`config.mk`:
```
export PLATFORM = sky130hd
export DESIGN_NAME = otter_fetch_queue
export DESIGN_NICKNAME = d
export VERILOG_FILES = /design/src/rtl/otter_fetch_queue.sv
export SDC_FILE = /design/constraint.sdc
export NUM_CORES = 1
export LEC_CHECK = 0
export ABC_CLOCK_PERIOD_IN_PS = 3800
export BUFFER_PORTS_ARGS = -buffer_cell sky130_fd_sc_hd__buf_4
export CAP_MARGIN = 10
export CORE_ASPECT_RATIO = 1.5
export CORE_UTILIZATION = 28
export DETAILED_ROUTE_END_ITERATION = 16
export SYNTH_ARGS = -nofsm -noshare
export SYNTH_HDL_FRONTEND = slang
export SYNTH_SLANG_ARGS = --single-unit
```
`constraint.sdc`:
```
create_clock -name CLK -period 3.8 [get_ports CLK]
set_input_delay 0.19 -clock CLK [delete_from_list [all_inputs] [get_ports CLK]]
set_output_delay 0.19 -clock CLK [all_outputs]
set_load 0.005 [all_outputs]
```
`src/rtl/otter_fetch_queue.sv`:
```
// otter_fetch_queue: instruction fetch unit with a small in-order queue.
//
// Walks a fetch PC through instruction memory and stores each returned word,
// together with its address, in a DEPTH-entry circular queue. The decode stage
// drains the queue through a valid/ready handshake. A redirect flushes the
// queue, drops any response still in flight and restarts fetch at the new PC.
//
// Ports:
//   CLK          clock, all state updates on the rising edge
//   RST          synchronous active-low reset
//   MEM_ADDR1    instruction memory read address (word aligned)
//   MEM_READ1    instruction memory read strobe
//   MEM_DOUT1    instruction word, valid the cycle after MEM_READ1
//   REDIRECT     flush request (taken branch/jump/trap)
//   REDIRECT_PC  new fetch address
//   IR_VALID     IR/IR_PC hold a valid instruction
//   IR_READY     decode accepts IR this cycle
//   IR, IR_PC    head instruction and its address (0 when empty)
//   OCCUPANCY    number of stored entries
//
// Build option: define OTTER_FETCH_BYPASS_EN to present a response directly
// on IR when the queue is empty; without it every response is stored first.

module otter_fetch_queue #(
  parameter int unsigned DEPTH     = 4,
  parameter logic [31:0] RESET_VEC = 32'h0000_0000
) (
  input  logic                     CLK,
  input  logic                     RST,
  output logic [31:0]              MEM_ADDR1,
  output logic                     MEM_READ1,
  input  logic [31:0]              MEM_DOUT1,
  input  logic                     REDIRECT,
  input  logic [31:0]              REDIRECT_PC,
  output logic                     IR_VALID,
  input  logic                     IR_READY,
  output logic [31:0]              IR,
  output logic [31:0]              IR_PC,
  output logic [$clog2(DEPTH):0]   OCCUPANCY
);

  localparam int unsigned PtrW = $clog2(DEPTH);
  localparam int unsigned CntW = PtrW + 1;
  localparam logic [CntW:0] DepthExt = (CntW + 1)'(DEPTH);

  // State
  logic [31:0]     pc_q, pc_d;
  logic            pending_q, pending_d;     // read issued last cycle, response due now
  logic [31:0]     pend_pc_q, pend_pc_d;     // address of that read
  logic [PtrW-1:0] wr_ptr_q, wr_ptr_d;
  logic [PtrW-1:0] rd_ptr_q, rd_ptr_d;
  logic [CntW-1:0] cnt_q, cnt_d;

  logic [31:0] ent_instr_q [DEPTH];
  logic [31:0] ent_pc_q    [DEPTH];

  // Control
  logic            empty;
  logic [CntW:0]   committed;
  logic            mem_read;
  logic            bypass_vld;
  logic            bypass_take;
  logic            push;
  logic            pop;
  logic            unused_redirect_lsb;

  assign unused_redirect_lsb = ^REDIRECT_PC[1:0];

  assign empty = (cnt_q == '0);

  // Entries already stored plus the one response still owed by memory.
  assign committed = {1'b0, cnt_q} + {{CntW{1'b0}}, pending_q};

  always_comb begin
    mem_read    = RST && !REDIRECT && (committed < DepthExt);

`ifdef OTTER_FETCH_BYPASS_EN
    bypass_vld  = RST && pending_q && empty;
`else
    bypass_vld  = 1'b0;
`endif

    // A bypassed response that decode accepts is consumed without being stored.
    bypass_take = bypass_vld && !REDIRECT && IR_READY;
    push        = RST && pending_q && !REDIRECT && !bypass_take;
    pop         = RST && !REDIRECT && IR_READY && !empty;
  end

  // Next state
  always_comb begin
    pc_d      = pc_q;
    pending_d = mem_read;
    pend_pc_d = pend_pc_q;
    wr_ptr_d  = wr_ptr_q;
    rd_ptr_d  = rd_ptr_q;
    cnt_d     = cnt_q;

    if (mem_read) begin
      pc_d      = pc_q + 32'd4;
      pend_pc_d = pc_q;
    end

    if (push) wr_ptr_d = wr_ptr_q + PtrW'(1);
    if (pop)  rd_ptr_d = rd_ptr_q + PtrW'(1);

    unique case ({push, pop})
      2'b10:   cnt_d = cnt_q + CntW'(1);
      2'b01:   cnt_d = cnt_q - CntW'(1);
      default: cnt_d = cnt_q;
    endcase

    // Flush: mem_read is already low, so the in-flight response is dropped.
    if (REDIRECT) begin
      pc_d     = {REDIRECT_PC[31:2], 2'b00};
      wr_ptr_d = '0;
      rd_ptr_d = '0;
      cnt_d    = '0;
    end
  end

  always_ff @(posedge CLK) begin
    if (!RST) begin
      pc_q      <= RESET_VEC;
      pending_q <= 1'b0;
      pend_pc_q <= 32'h0;
      wr_ptr_q  <= '0;
      rd_ptr_q  <= '0;
      cnt_q     <= '0;
    end else begin
      pc_q      <= pc_d;
      pending_q <= pending_d;
      pend_pc_q <= pend_pc_d;
      wr_ptr_q  <= wr_ptr_d;
      rd_ptr_q  <= rd_ptr_d;
      cnt_q     <= cnt_d;
    end
  end

  // Queue storage needs no reset; validity is tracked by cnt_q.
  always_ff @(posedge CLK) begin
    if (push) begin
      ent_instr_q[wr_ptr_q] <= MEM_DOUT1;
      ent_pc_q[wr_ptr_q]    <= pend_pc_q;
    end
  end

  // Outputs
  always_comb begin
    MEM_ADDR1 = {pc_q[31:2], 2'b00};
    MEM_READ1 = mem_read;
    OCCUPANCY = cnt_q;
    IR_VALID  = RST && !REDIRECT && (!empty || bypass_vld);
    IR        = 32'h0;
    IR_PC     = 32'h0;
    if (!empty) begin
      IR    = ent_instr_q[rd_ptr_q];
      IR_PC = ent_pc_q[rd_ptr_q];
    end else if (bypass_vld) begin
      IR    = MEM_DOUT1;
      IR_PC = pend_pc_q;
    end
  end

endmodule

```
Yosys cells after proc, flatten, opt, wreduce, memory -nomap -nowiden. Memories as Yosys holds them, arrays and structs flattened. A register that Yosys moved wholly into a read port is not among the register bits. Index checks and enable logic that the tools add are counted. Widths: inputs -> output; s select.

Register bits: 72. Bits in writable memories: 256. Bits of input ports: 68. Logic and storage cells: 43. Memories: 2.

$add $sub $neg: 6. Order comparisons: 1. Eq/ne operators: 2. Muxes and demuxes: 11. Bitwise gates (word level): 1. Reductions and logical operators: 13.

Memory list: ent_instr_q (words 4, bits a word 32, read ports 1, clocked after memory_dff 1, write ports 1, line 54) `logic [31:0] ent_instr_q [DEPTH];`; ent_pc_q (words 4, bits a word 32, read ports 1, clocked after memory_dff 1, write ports 1, line 55) `logic [31:0] ent_pc_q [DEPTH];`.

Operators with widths (number): $mux 32 (4); $add 32x3->32 const B (1); $mux 2 (4); $logic_and 1x1->1 (7); $pmux 3 s2 (1); $add 2x1->2 const B (2); $add 3x1->4 (1); $lt 4x3->1 const B (1); $reduce_bool 2->1 (2); $add 3x1->3 const B (1); $logic_not 3->1 (1); $sub 3x1->3 const B (1); $eq 2x1->1 const B (1); $eq 2x2->1 const B (1); $logic_not 1->1 (2); $mux 1 (2); $reduce_or 2->1 (1); $not 1->1 (1).

Logic depth before layout (Yosys ltp).
Depth after elaboration: 6. Mapped depth: 11. Gate-level depth less buffers: 9.

Least setup slack after synthesis. OpenSTA, ideal clock, no wires.

Path kind: in2reg. Start point: input port RST. End point: memory ent_instr_q[0][0] (enable). Data arrival time: 2.356 ns. Setup slack: 1.017 ns. Cell stages on the path: 4. Cell sequence: clkbuf_1 inv_2 nor2_1 and3_1.

Longest elaborated chain between the ends: 4.

Ends and longest elaborated chain: from (decl) (line 29) `input logic RST,`; $logic_and 1x1->1 (2 in a row) (line 85) `push = RST && pending_q && !REDIRECT && !bypass_take;`; $mux 1 (line 141) `if (push) begin`; $mux 1 (implied by the code) (line 142) `ent_instr_q[wr_ptr_q] <= MEM_DOUT1;`; to (decl) (line 54).

No other way between the ends.

==> summary.txt <==
Run status
  • Status: complete, no violations

Logic synthesis
  • Fraction of registers with async set/reset: 0%
  • Post-synth top cells: edfxtp_1, nand2_1, dfxtp_1
  • Post-synthesis instance total: 819
  • Area share of the largest cell type after synthesis: 58.6%
  • Syn Area/Cell: 15.5 um2
  • Post-synth top flop: edfxtp_1
  • Synth area leader: edfxtp_1
  • EDFF count, synth: 248
  • Synthesized area: 12,700 um2
  • Synth unique cells: 54
  • Most common cell in the netlist: edfxtp_1
  • Sequential share of the synthesized area: 69.7%
  • FF+latch count, synth: 318
  • Area contributors post-synth: edfxtp_1, dfxtp_1, mux4_2
  • Ys Warns: 0

Route
  • Drc violations: 0
  • Iter 0 DRT Violations: 360
  • Wire per inst: 18.4 um
  • DR vias/cell: 4.70
  • WL final: 30,200 um
  • Antenna viol nets, final: 0
  • First drt pass iteration count: 4
  • Via count: 7,703

Min path
  • Hold path start: REDIRECT_PC[17]
  • Hold/Removal Path Class: in -> reg

Timing
  • Worst Hold Slack: 28.8 ps
  • Clk_skew: 13.3 ps
  • Final setup violation count: 0
  • Worst-Margin Slew: 1030 ps
  • RSZ-0062 raised after global routing: no
  • Fin. Hold Viols: 0
  • Max Clk Rate: 375 MHz
  • Total negative setup slack: 0 ps
  • Minimum clock period: 2670 ps
  • Worst rel slew slack: 31.3%
  • Final cycle utilization of the critical path: 70.2%
  • Number of max-slew violations in the final report: 0

Pwr
  • Net Sw Power: 1.53 mW
  • Pleak: 5.72 nW
  • P per Cell Area: 455 nW/um2
  • Reg power frac: 52.1%
  • Combinational Power Share: 4.1%
  • Clock power share: 43.8%
  • Sw Share: 20.7%
  • Peak supply drop: 0.244 mV
  • Int Pwr: 5.84 mW

Worst setup path
  • R2R Path Start: pending_q
  • Critical Path AT: 2480 ps
  • Worst Reg2Reg Path Length in Cells: 7
  • Crit path to: IR_PC[28]
  • Top Family by Delay on Critical Path: flip-flops
  • Crit. End Element: output pin
  • Crit path max-delay cell type: dfxtp_4
  • Setup CP Type: reg -> out
  • Largest fanout on the critical path: 19
  • Worst R2R End: pc_q[11]
  • Buf+Inv Stages, Crit Path: 2
  • Worst reg2reg setup slack: 1370 ps
  • Most used cell, CP: buf_4
  • CP peak stage delay: 620 ps
  • CP required: 3610 ps
  • Worst path depth: 4
  • Cell Chain, Critical Path: buf_4 -> mux4_2 -> and2_1 -> buf_4
  • Startpoint type of the worst setup path: flop

Clock tree
  • Reg clk slew, reported paths: 60 ps
  • TritonCTS buffer count: 34
  • CTS tree: done
  • Post-CTS sizing: 0
  • Clk sink count: 318
  • H-tree depth: 2
  • Clk_lat worst skew: 520 ps
  • Hold-fix buffers at CTS: 52
  • CTS root buf: clkbuf_16
  • Total setup buffers inserted after CTS: 0
  • Max clock buf depth: 3

GRT
  • Antenna violations before repair: 0
  • First-pass GRT wire length: 46,700 um
  • GRT Overall Usage: 13.2%
  • Vias in the first global route: 7,911
  • Total grt overflow: 0
  • Pin count of the biggest net entering global routing: 65

Floorplanning
  • Chip height: 263 um
  • Initial core utilization: 28.3%
  • Die Area: 46,200 um2
  • Top-Level Pins: 169
  • Core area: 44,800 um2
  • Row cnt: 95
  • Die X: 176 um

Placed design
  • Placed cell areas: 14,600 um2
  • Final HPWL DP: 18,500 um
  • Port Buffers: 162
  • Gpl congestion: 0.782
  • Placed Cells: 1,526

Cells and area
  • Reg area: 8860 um2
  • Final Util: 36.1%
  • Diodes inserted: 0
  • Fillers: 4,244
  • Share of cells above drive strength 1: 29.0%
  • Non-Filler Instances: 1,638
  • Design area: 16,200 um2
  • Net count, final: 1,107
  • Multi-input gate area: 3570 um2
  • Area grow syn2layout: 27.3%

Run
  • Max-cap violations: 0
[cell families (layout without fill, tap and decap cells)]
family | count (synthesis) | after routing | share of synthesized area, %
fa+ha+maj | 7 | 7 | 0.749
other cells | 1 | 4 | 0.0295
compound gates | 97 | 97 | 4.72
xor+xnor | 15 | 15 | 1.03
flops | 318 | 318 | 69.7
mux | 67 | 67 | 11.4
simple gates | 241 | 241 | 9.86
buf+inv | 73 | 307 | 2.52
[routing by layer]
metal | GRT usage (%) | part of all wire (%)
met1 | 16.2 | 41
met2 | 23.7 | 52
met3 | 2.00 | 4.6
met4 | 4.04 | 2.1
met5 | 0 | 0
[registers in the layout, summed over array words and instances, names as in the netlist, named ones only]
register / flops
ent_instr_q: 128
ent_pc_q: 120
pc_q: 30
pend_pc_q: 30
OCCUPANCY: 3
rd_ptr_q: 2
wr_ptr_q: 2
pending_q: 1
[worst reg2reg max path, delay by kind of cell (launching register included)]
family          cells  cell delay, ps
flops               1             490
buf+inv             2             770
compound gates      2             420
simple gates        3             650
[power by group through the flow]
stage	combinational, mW	sequential, mW	clock [mW]
finish	0.304	3.84	3.23
detailed placement	0.263	3.91	0
global route	0.333	3.84	3.46
floorplan	0.128	3.89	0
global placement	0.257	3.91	0
CTS	0.307	3.83	3.34
[placed cells by master (no fill, tap or decap), types with 6 or more instances in the layout]
master	count
nand4_1	13
inv_1	16
a31oi_1	14
o21ai_0	6
xnor2_1	8
nand2_1	94
ha_1	6
xor2_1	7
o22ai_1	7
a21oi_1	44
clkbuf_1	7
dlygate4sd3_1	52
nor2_1	18
mux4_2	62
and2_1	68
dfxtp_1	68
clkbuf_16	36
nand3_1	13
edfxtp_1	248
buf_4	176
[per-stage QoR]
stage                     power [mW]  setup WS (ps)
after floorplan                 4.02           1020
after global placement          4.16           1480
after detailed placement        4.17           1410
after CTS                       7.48           1010
after global routing            7.64            916
final                           7.36           1130
[worst min path at each step]
stage	end	slack (ps)	cells after the start
6_report	pc_q[17]	30	3
5_1_grt	pc_q[17]	30	3
4_1_cts	pc_q[25]	3	4
3_5_place_dp	ent_instr_q[3][18]	400	1
3_3_place_gp	ent_instr_q[0][18]	390	1
2_1_floorplan	ent_instr_q[0][0]	290	0
[final cells by class]
| type | instances | area share (%) |
|---|---|---|
| Clock buffer | 44 | 5.82 |
| Clock inverter | 16 | 0.929 |
| Inverter | 18 | 0.418 |
| Multi-Input combinational cell | 431 | 22.1 |
| Sequential cell | 318 | 54.8 |
| Tap cell | 582 | 4.50 |
| Timing Repair Buffer | 229 | 11.5 |
Power figures use the tool's default switching activity.
